==> src/rtl/alu_op_sequencer.sv <==
// alu_op_sequencer
// ----------------
// Multi-cycle controller that runs one ALU operation at a time for a single
// requester: IDLE -> READ -> EXEC -> WB -> IDLE.
//
// Optional feature macro: ALU_SEQ_OVERLAP_EN
//   Defined   : a new request may also be accepted in WB. The new op then goes
//               straight to READ (1 op per 3 cycles), and the value being
//               written back is forwarded into the new op's operands.
//   Undefined : requests are accepted only in IDLE (1 op per 4 cycles).
//
// Handshake: a request transfers on a rising edge where req_valid and
// req_ready are both high. The requester must hold req_valid and the request
// fields stable until that edge; req_ready never depends on req_valid.
//
// Ports
//   clk, rst_n                   clock, asynchronous active-low reset
//   req_valid/req_ready          request handshake
//   req_opcode/rd/ra/rb          operation and register indices
//   rf_ra_addr/rf_rb_addr        RF read addresses (sync read, data next cycle)
//   rf_ra_data/rf_rb_data        RF read data
//   alu_a/alu_b/alu_opcode/cin   ALU operand/control outputs
//   alu_c/alu_flags              ALU result and flags {Z,C,F,N,L}
//   rf_we/rf_wa/rf_wd            RF write port (one-cycle pulse in WB)
//   psr                          processor status register {Z,C,F,N,L}
//   done                         one-cycle pulse when an op retires
//   busy                         high whenever the FSM is not in IDLE

module alu_op_sequencer #(
  parameter int DATA_W = 16,
  parameter int REG_AW = 4
) (
  input  logic              clk,
  input  logic              rst_n,
  input  logic              req_valid,
  output logic              req_ready,
  input  logic [7:0]        req_opcode,
  input  logic [REG_AW-1:0] req_rd,
  input  logic [REG_AW-1:0] req_ra,
  input  logic [REG_AW-1:0] req_rb,
  output logic [REG_AW-1:0] rf_ra_addr,
  output logic [REG_AW-1:0] rf_rb_addr,
  input  logic [DATA_W-1:0] rf_ra_data,
  input  logic [DATA_W-1:0] rf_rb_data,
  output logic [DATA_W-1:0] alu_a,
  output logic [DATA_W-1:0] alu_b,
  output logic [7:0]        alu_opcode,
  output logic              alu_cin,
  input  logic [DATA_W-1:0] alu_c,
  input  logic [4:0]        alu_flags,
  output logic              rf_we,
  output logic [REG_AW-1:0] rf_wa,
  output logic [DATA_W-1:0] rf_wd,
  output logic [4:0]        psr,
  output logic              done,
  output logic              busy
);

  typedef enum logic [1:0] {
    S_IDLE = 2'd0,
    S_READ = 2'd1,
    S_EXEC = 2'd2,
    S_WB   = 2'd3
  } state_e;

  state_e              state_q, state_d;
  logic [7:0]          opcode_q, opcode_d;
  logic [REG_AW-1:0]   rd_q, rd_d;
  logic [REG_AW-1:0]   ra_q, ra_d;
  logic [REG_AW-1:0]   rb_q, rb_d;
  logic [DATA_W-1:0]   a_q, a_d;
  logic [DATA_W-1:0]   b_q, b_d;
  logic [DATA_W-1:0]   res_q, res_d;
  logic [4:0]          flg_q, flg_d;
  logic [4:0]          psr_q, psr_d;

  logic                accept;
  logic                op_writes;
  logic                wr_en;

  // Compares and NOP produce flags only; everything else writes rd.
  always_comb begin
    op_writes = 1'b1;
    if (opcode_q == 8'h00 || opcode_q == 8'h0B || opcode_q == 8'h0C ||
        opcode_q[7:4] == 4'hB || opcode_q[7:4] == 4'hC) begin
      op_writes = 1'b0;
    end
  end

  assign wr_en = (state_q == S_WB) && op_writes;

`ifdef ALU_SEQ_OVERLAP_EN
  // Record of the write issued in the previous WB cycle. The RF reads the new
  // op's operands on the same edge that performs that write, so it returns
  // the stale value; these registers supply the fresh one instead.
  logic                fwd_we_q, fwd_we_d;
  logic [REG_AW-1:0]   fwd_wa_q, fwd_wa_d;
  logic [DATA_W-1:0]   fwd_wd_q, fwd_wd_d;

  assign req_ready = (state_q == S_IDLE) || (state_q == S_WB);
`else
  assign req_ready = (state_q == S_IDLE);
`endif

  assign accept = req_valid && req_ready;

  // Addresses go to the RF on the accept edge so data is ready during READ.
  assign rf_ra_addr = accept ? req_ra : ra_q;
  assign rf_rb_addr = accept ? req_rb : rb_q;

  always_comb begin
    state_d  = state_q;
    opcode_d = opcode_q;
    rd_d     = rd_q;
    ra_d     = ra_q;
    rb_d     = rb_q;
    a_d      = a_q;
    b_d      = b_q;
    res_d    = res_q;
    flg_d    = flg_q;
    psr_d    = psr_q;
`ifdef ALU_SEQ_OVERLAP_EN
    fwd_we_d = fwd_we_q;
    fwd_wa_d = fwd_wa_q;
    fwd_wd_d = fwd_wd_q;
`endif

    case (state_q)
      S_IDLE: begin
        if (accept) begin
          opcode_d = req_opcode;
          rd_d     = req_rd;
          ra_d     = req_ra;
          rb_d     = req_rb;
          state_d  = S_READ;
`ifdef ALU_SEQ_OVERLAP_EN
          fwd_we_d = 1'b0;
`endif
        end
      end
      S_READ: begin
`ifdef ALU_SEQ_OVERLAP_EN
        a_d = (fwd_we_q && fwd_wa_q == ra_q) ? fwd_wd_q : rf_ra_data;
        b_d = (fwd_we_q && fwd_wa_q == rb_q) ? fwd_wd_q : rf_rb_data;
`else
        a_d = rf_ra_data;
        b_d = rf_rb_data;
`endif
        state_d = S_EXEC;
      end
      S_EXEC: begin
        res_d   = alu_c;
        flg_d   = alu_flags;
        state_d = S_WB;
      end
      S_WB: begin
        if (opcode_q != 8'h00) begin
          psr_d = flg_q;
        end
        state_d = S_IDLE;
`ifdef ALU_SEQ_OVERLAP_EN
        fwd_we_d = wr_en;
        fwd_wa_d = rd_q;
        fwd_wd_d = res_q;
        if (accept) begin
          opcode_d = req_opcode;
          rd_d     = req_rd;
          ra_d     = req_ra;
          rb_d     = req_rb;
          state_d  = S_READ;
        end
`endif
      end
      default: state_d = S_IDLE;
    endcase
  end

  always_ff @(posedge clk or negedge rst_n) begin
    if (!rst_n) begin
      state_q  <= S_IDLE;
      opcode_q <= '0;
      rd_q     <= '0;
      ra_q     <= '0;
      rb_q     <= '0;
      a_q      <= '0;
      b_q      <= '0;
      res_q    <= '0;
      flg_q    <= '0;
      psr_q    <= '0;
`ifdef ALU_SEQ_OVERLAP_EN
      fwd_we_q <= 1'b0;
      fwd_wa_q <= '0;
      fwd_wd_q <= '0;
`endif
    end else begin
      state_q  <= state_d;
      opcode_q <= opcode_d;
      rd_q     <= rd_d;
      ra_q     <= ra_d;
      rb_q     <= rb_d;
      a_q      <= a_d;
      b_q      <= b_d;
      res_q    <= res_d;
      flg_q    <= flg_d;
      psr_q    <= psr_d;
`ifdef ALU_SEQ_OVERLAP_EN
      fwd_we_q <= fwd_we_d;
      fwd_wa_q <= fwd_wa_d;
      fwd_wd_q <= fwd_wd_d;
`endif
    end
  end

  assign alu_a      = a_q;
  assign alu_b      = b_q;
  assign alu_opcode = opcode_q;
  // Carry-in comes from the live PSR, which already reflects the prior op.
  assign alu_cin    = (state_q == S_EXEC) && psr_q[3];
  assign rf_we      = wr_en;
  assign rf_wa      = (state_q == S_WB) ? rd_q : '0;
  assign rf_wd      = (state_q == S_WB) ? res_q : '0;
  assign psr        = psr_q;
  assign done       = (state_q == S_WB);
  assign busy       = (state_q != S_IDLE);

endmodule

==> config.mk <==
export PLATFORM = sky130hd
export DESIGN_NAME = alu_op_sequencer
export DESIGN_NICKNAME = d
export VERILOG_FILES = /design/src/rtl/alu_op_sequencer.sv
export SDC_FILE = /design/constraint.sdc
export NUM_CORES = 1
export LEC_CHECK = 0
export ABC_AREA = 1
export CAP_MARGIN = 10
export CORE_MARGIN = 10
export CORE_UTILIZATION = 35
export CTS_BUF_LIST = sky130_fd_sc_hd__clkbuf_2
export DETAILED_ROUTE_END_ITERATION = 8
export PLACE_DENSITY_LB_ADDON = 0.05
export SYNTH_ARGS = -nofsm -noshare
export SYNTH_HDL_FRONTEND = slang
export SYNTH_SLANG_ARGS = --single-unit
==> constraint.sdc <==
create_clock -name clk -period 1.9 [get_ports clk]
set_input_delay 0.19 -clock clk [delete_from_list [all_inputs] [get_ports clk]]
set_output_delay 0.19 -clock clk [all_outputs]
set_load 0.02 [all_outputs]
==> results of run 1 <==
[critical path, cell delays in order, from the launching register on]
cell     delay, ns
dfrtp_1       0.43
inv_2         0.08
ha_4          0.15
nand2_4       0.06
buf_12        0.15
mux2_4        0.30
buf_6         0.13
[sequential cells by signal, indices dropped and copies added (netlist names)]
name	count
flg_q	5
psr	5
alu_a	16
alu_opcode	8
state_q	2
ra_q	4
rd_q	4
rb_q	4
alu_b	16
res_q	16
[synthesized netlist by cell type, drive strengths merged]
cell | instances | area (µm²)
nand3 | 7 | 35.03
buf | 12 | 102.6
inv | 29 | 108.9
nor2 | 12 | 45.04
nand2 | 41 | 156.4
dfrtp | 80 | 2002
mux2 | 78 | 968.4
a21oi | 5 | 25.02
o21ai | 2 | 13.76
ha | 4 | 50.05
[stage by stage]
step	cells	TNS [ns]	utilization [%]	setup WS, ns
floorplan	270	0	-	0.2707
global placement	560	-0.8319	53.92	-0.1108
detailed placement	560	-0.7824	53.92	-0.1072
CTS	584	-1.358	55.31	-0.1499
global route	589	-5.720	57.35	-0.2374
finish	589	-1.163	57.35	-0.07851
[worst max path at each step]
stage	startpoint	end	slack (ns)	cells after the start
5_1_grt	state_q[1]	rf_ra_addr[0]	-0.24	6
6_report	state_q[0]	rf_ra_addr[1]	-0.08	6
4_1_cts	state_q[1]	rf_ra_addr[1]	-0.15	6
3_5_place_dp	req_valid	rf_rb_addr[1]	-0.11	5
2_1_floorplan	state_q[0]	rf_ra_addr[3]	0.27	5
3_3_place_gp	req_valid	rf_ra_addr[1]	-0.11	5
[power breakdown]
group | internal [µW] | switching [µW] | total, µW
logic | 3250 | 2590 | 5840
clock network | 169 | 616 | 785
registers | 2570 | 463 | 3030
total | 5990 | 3670 | 9660
[placed cells by master, fill, tap and decap left out, drive strengths merged]
cell type / synthesis / routed
clkdlybuf4s50: 0 / 116
dlygate4sd2: 0 / 2
clkinv: 0 / 3
bufbuf: 0 / 1
clkbuf: 0 / 11
ha: 4 / 4
dlygate4sd3: 0 / 1
a21oi: 5 / 5
nand3: 7 / 7
clkinvlp: 0 / 3
nor2: 12 / 12
dlymetal6s2s: 0 / 1
nand2: 41 / 41
mux2: 78 / 78
inv: 29 / 30
dfrtp: 80 / 80
o21ai: 2 / 2
buf: 12 / 59
[final cells by class]
cell class,instances,area [µm²],area share [%]
repair buffers,182,1882,33.57
well taps,133,166.4,2.969
multi-input cells,149,1354,24.15
clock inverters,7,47.55,0.8482
flip-flops and latches,80,2002,35.71
inverters,29,108.9,1.942
clock buffers,9,45.04,0.8036
[logic make-up after synthesis]
family          count (synthesis)  synth area share, %
compound gates                  7                1.106
fa+ha+maj                       4                1.427
buf+inv                        41                6.029
flops                          80                57.08
mux                            78                27.61
simple gates                   60                6.743
[metal layers]
layer	vias to the layer above	GRT usage, %	part of all wire, %	routed length (µm)
met4	0	3.922	1.1	106
met2	97	19.77	46	4277
met5	-	0	0	0
met3	9	6.376	9.9	931
li1	1243	-	-	-
met1	1239	15.57	43	4062
[repair_timing]
item,4_1_cts,5_1_grt
buffers inserted,6,6
gates cloned,1,1
hold endpoints to repair,39,0
gates resized for setup,163,54
hold buffers,1,0
pin swaps,1,5
endpoints found under the setup margin,35,38
==> results by group, run 1 <==
Timing
  – Unrepaired setup endpoints after global routing: true
  – Final Max Slew Viols: 0
  – Least-Margin Pin Slew: about 0.54 ns
  – Final hold slack: approximately 0.15 ns
  – Final hold vios: 0
  – Slew Limit Headroom: ~64%
  – Clock skew: ~0.035 ns
  – Min Tclk post-route: between 1.5 and 2 ns
  – Ratio of final minimum period to clock period: 104.1%
  – Endpoints failing setup: 28
  – Fmax: 0.5054 GHz
  – Fin worst setup slack: -0.07851 ns

Clocking
  – Root Driver: clkbuf_2
  – Num CTS Buffers: 9
  – CTS sink count: 80
  – Reg clk slew, reported paths: approximately 0.26 ns
  – CTS H-tree lvls: 3
  – Longest Clk Path Bufs: 2
  – Worst skew pair latency: 0.52 ns
  – CTS tree: done

Synthesis
  – Synth Net Count: 350
  – Mean post-synth cell area: around 13 µm²
  – Cells after Synth: 270
  – Flops & latches, synth: 80
  – Yosys warns: 0
  – Synthesized area: ~0.0035 mm²
  – Post-synth cell types: 16
  – Sequential share of the synthesized area: a little under three fifths

Placed design
  – IO buf count: about 150
  – Post-DP Area: ~0.0053 mm²
  – RePlAce Congestion: approximately 0.7
  – Hpwl dp: ~6.9 mm

Worst setup path
  – Reg2reg setup slack: between 0.2 and 0.25 ns
  – Critical path peak fanout: 7
  – R2r worst-path depth: 7
  – WS Path Type: reg -> out
  – Reg2reg start: state_q[0]
  – Crit. End Element: output port
  – Required time of the critical path: 1.71 ns
  – Startpoint Class: flop
  – Worst Path Arrival: 1.79 ns
  – FF-to-FF End: rb_q[2]

Die
  – Die height: between 100 and 150 µm
  – Row Count: 36
  – Initial Util: roughly 36%
  – Die W: ~120 µm
  – DIE AREA: about 0.014 mm²
  – Io pins: between 150 and 200
  – Core footprint: a little under 0.01 mm²

Route
  – Vias per inst: 4.394
  – Wire per inst: 15.92 µm
  – Detailed Route WL: about 9.4 mm
  – # DRC: 0
  – ANT nets after route: 0
  – Iter 0 DRT Violations: 64
  – Via count: ~2600
  – Initial DRT Pass Iterations: 4

Global route
  – Initial antenna violation count: 0
  – Largest net degree at the start of global routing: 42
  – First-pass GRT wire length: 14.93 mm
  – Number of global-route vias before repair: 2794
  – Grt ovf: 0
  – Tot GR Track Use: 12.88%

Pwr
  – Tot Pwr: just under 10000 µW
  – Leak: roughly 0.0027 µW
  – Power Dens Cells: 1724 mW/mm²
  – Peak VDD IR: about 0.76 mV

Status
  – Status: finished, violations left
  – Failing checks: setup timing

Layout
  – Final instance area: approximately 0.0056 mm²
  – Fill cells: ~870
  – Area grow syn2layout: 59.83%
  – Share of layout cells above drive strength 1: 35.75%
  – Net count, final: around 530
  – Number of diodes: 0

Flow run
  – Max-cap viol count: 0

Min path
  – Worst min path class: in -> async
Power figures use the tool's default switching activity.
==> run 2: changes to the inputs <==
--- a/config.mk
+++ b/config.mk
@@ -13,2 +13,3 @@
 export DETAILED_ROUTE_END_ITERATION = 8
+export GPL_TIMING_DRIVEN = 0
 export PLACE_DENSITY_LB_ADDON = 0.05
--- a/constraint.sdc
+++ b/constraint.sdc
@@ -3,2 +3,2 @@
 set_output_delay 0.19 -clock clk [all_outputs]
-set_load 0.02 [all_outputs]
+set_load 0.01 [all_outputs]
==> run 2 against run 1 <==
Net effect:
- the flow still finishes with violations (setup timing)
- utilization rose by 2.4 points
- worst setup slack got worse by 0.10 ns
- fmax fell by 4.8%
- die area did not move
- sequential share of layout area fell by 1.4 points
- via count rose by 1.7%
- combinational power fell by 3.6%
- final area rose by 4.2%
- largest cell class is now non-clock buffers
==> results by group, run 2 (synthesis results as in run 1) <==
Clocking
  – Root Driver: clkbuf_2
  – CTS H-tree lvls: 3 (unchanged)
  – Reg clk slew, reported paths: 0.21 ns (-0.05 ns)
  – CTS tree: done
  – Worst skew pair latency: 0.53 ns (about the same)
  – Num CTS Buffers: 9 (unchanged)
  – Longest Clk Path Bufs: 2 (unchanged)
  – CTS sink count: 80 (unchanged)

Die
  – Core footprint: 0.009774 mm² (unchanged)
  – Io pins: 154 (unchanged)
  – Row Count: 36 (unchanged)
  – DIE AREA: 0.01442 mm² (unchanged)
  – Die height: 120.1 µm (unchanged)
  – Initial Util: 35.88% (unchanged)
  – Die W: 120.1 µm (unchanged)

Global route
  – Largest net degree at the start of global routing: 62 (+48%)
  – Initial antenna violation count: 0 (unchanged)
  – First-pass GRT wire length: 15.52 mm (+3.9%)
  – Grt ovf: 0 (unchanged)
  – Number of global-route vias before repair: 2878 (+3.0%)
  – Tot GR Track Use: 13.65% (+0.76 points)

Pwr
  – Leak: 0.002826 µW (+5.1%)
  – Peak VDD IR: 0.6951 mV (-8.4%)
  – Tot Pwr: 9524 µW (-1.4%)
  – Power Dens Cells: 1630 mW/mm² (-5.4%)

Status
  – Failing checks: setup timing
  – Status: finished, violations left

Route
  – Via count: 2631 (+1.7%)
  – # DRC: 0 (unchanged)
  – Iter 0 DRT Violations: 48 (-25%)
  – Detailed Route WL: 9.715 mm (+3.6%)
  – Initial DRT Pass Iterations: 4 (unchanged)
  – Vias per inst: 4.400 (+0.13%)
  – Wire per inst: 16.25 µm (+2.0%)
  – ANT nets after route: 0 (unchanged)

Timing
  – Fin worst setup slack: -0.1792 ns (-0.1007 ns)
  – Min Tclk post-route: 2.079 ns (+0.1007 ns)
  – Final hold slack: 0.2407 ns (+0.08857 ns)
  – Clock skew: 0.02963 ns (-0.005825 ns)
  – Final hold vios: 0 (unchanged)
  – Unrepaired setup endpoints after global routing: true
  – Slew Limit Headroom: 67.86% (+3.7 points)
  – Endpoints failing setup: 28 (unchanged)
  – Final Max Slew Viols: 0 (unchanged)
  – Ratio of final minimum period to clock period: 109.4% (+5.3 points)
  – Least-Margin Pin Slew: 0.4805 ns (-0.05672 ns)
  – Fmax: 0.4809 GHz (-4.8%)

Layout
  – Area grow syn2layout: 66.57%
  – Number of diodes: 0 (unchanged)
  – Fill cells: 842 (-2.8%)
  – Area of the multi-input gates: 0.001483 mm² (+9.5%)
  – Commonest non-fill, non-tap cell in the layout: clkdlybuf4s50_1
  – Most frequent cells in the layout: clkdlybuf4s50_1, dfrtp_1, mux2_2
  – FF/Latch Area: 0.002002 mm² (unchanged)
  – Share of layout cells above drive strength 1: 43.44% (+7.7 points)
  – Net count, final: 540 (+1.7%)

Worst setup path
  – Required time of the critical path: 1.71 ns (about the same)
  – CP peak stage delay: 0.47 ns (+0.04 ns)
  – Slowest-stage cell, CP: dfrtp_1
  – Worst Path Arrival: 1.89 ns (+0.10 ns)
  – CP cell instances: inv_2 -> ha_4 -> nand2_8 -> buf_8 -> mux2_4 -> buf_6
  – Crit. End Element: output port
  – Startpoint Class: flop
  – WS Path Type: reg -> out
  – Critical path peak fanout: 5 (-2)

Placed design
  – IO buf count: 153 (unchanged)
  – RePlAce Congestion: 0.7256 (+2.0%)
  – Hpwl dp: 6.910 mm (about the same)

Flow run
  – Max-cap viol count: 0 (unchanged)

Min path
  – Worst min path class: in -> reg
[run 2: changes by cell type in the layout (fill, tap and decap cells not counted), sizes merged, moves of 2 or more]
cell	before	now
buf	59	66
dlygate4sd3	1	3
clkinvlp	3	1
clkdlybuf4s50	116	118
[run 2: per-layer routing]
metal  routed length, µm  vias to the layer above  global-route usage (%)
met3                 877                       11                   5.157
met2                4571                      105                   21.46
met4                 133                        0                   5.882
met1                4132                     1254                   16.39
li1                    -                     1261                       -
met5                   0                        -                       0
[run 2: worst paths after layout]
kind	slack [ns]	cells after the start	from	endpoint
min in group asynchronous	0.55	3	rst_n	alu_b[13]
worst min register to register	0.50	2	psr[2]	psr[2]
worst max register to register	0.09	7	state_q[0]	flg_q[3]
max in group asynchronous	0.23	4	rst_n	alu_b[14]
worst min-delay path	0.24	3	req_opcode[3]	alu_opcode[3]
worst max-delay path	-0.18	6	state_q[0]	rf_ra_addr[1]
[run 2: worst max-delay path, delay by kind of cell, from the launching register on]
kind | cells | cell delay [ns]
DFF | 1 | 0.47
buffers and inverters | 3 | 0.36
muxes | 1 | 0.30
adders and majority gates | 1 | 0.17
and+or+nand+nor | 1 | 0.06
[run 2: cell type report]
| cell class | instances | area share (%) |
|---|---|---|
| Buffer | 11 | 2.442 |
| Clock buffer | 11 | 0.9424 |
| Clock inverter | 5 | 0.4069 |
| Inverter | 29 | 1.863 |
| Multi-Input combinational cell | 149 | 25.38 |
| Sequential cell | 80 | 34.27 |
| Tap cell | 133 | 2.849 |
| Timing Repair Buffer | 180 | 31.85 |
[run 2: metrics by stage]
stage                     area (µm²)  setup WS [ns]  instances  setup TNS (ns)  util [%]
after CTS                       5648        -0.2387        593          -3.804     57.78
after floorplan                 3507         0.3887        270               0         -
final                           5842        -0.1792        598          -2.572     59.77
after global routing            5842        -0.3269        598          -6.761     59.77
after detailed placement        5230        -0.1905        557          -1.218     53.51
after global placement          5205         -2.442        556         -195.90     53.25
[run 2: repair_timing]
item | 4_1_cts | 5_1_grt
gates resized for setup | 195 | 52
setup buffers | 15 | 5
hold endpoints to repair | 80 | 0
pin swaps | 3 | 6
setup endpoints to repair | 33 | 32
hold buffers | 3 | 0
gates cloned | 3 | 0
[run 2: where the power goes]
group,internal [µW],switching [µW]
sequential,2570,571
combinational,3480,2150
clock,168,581
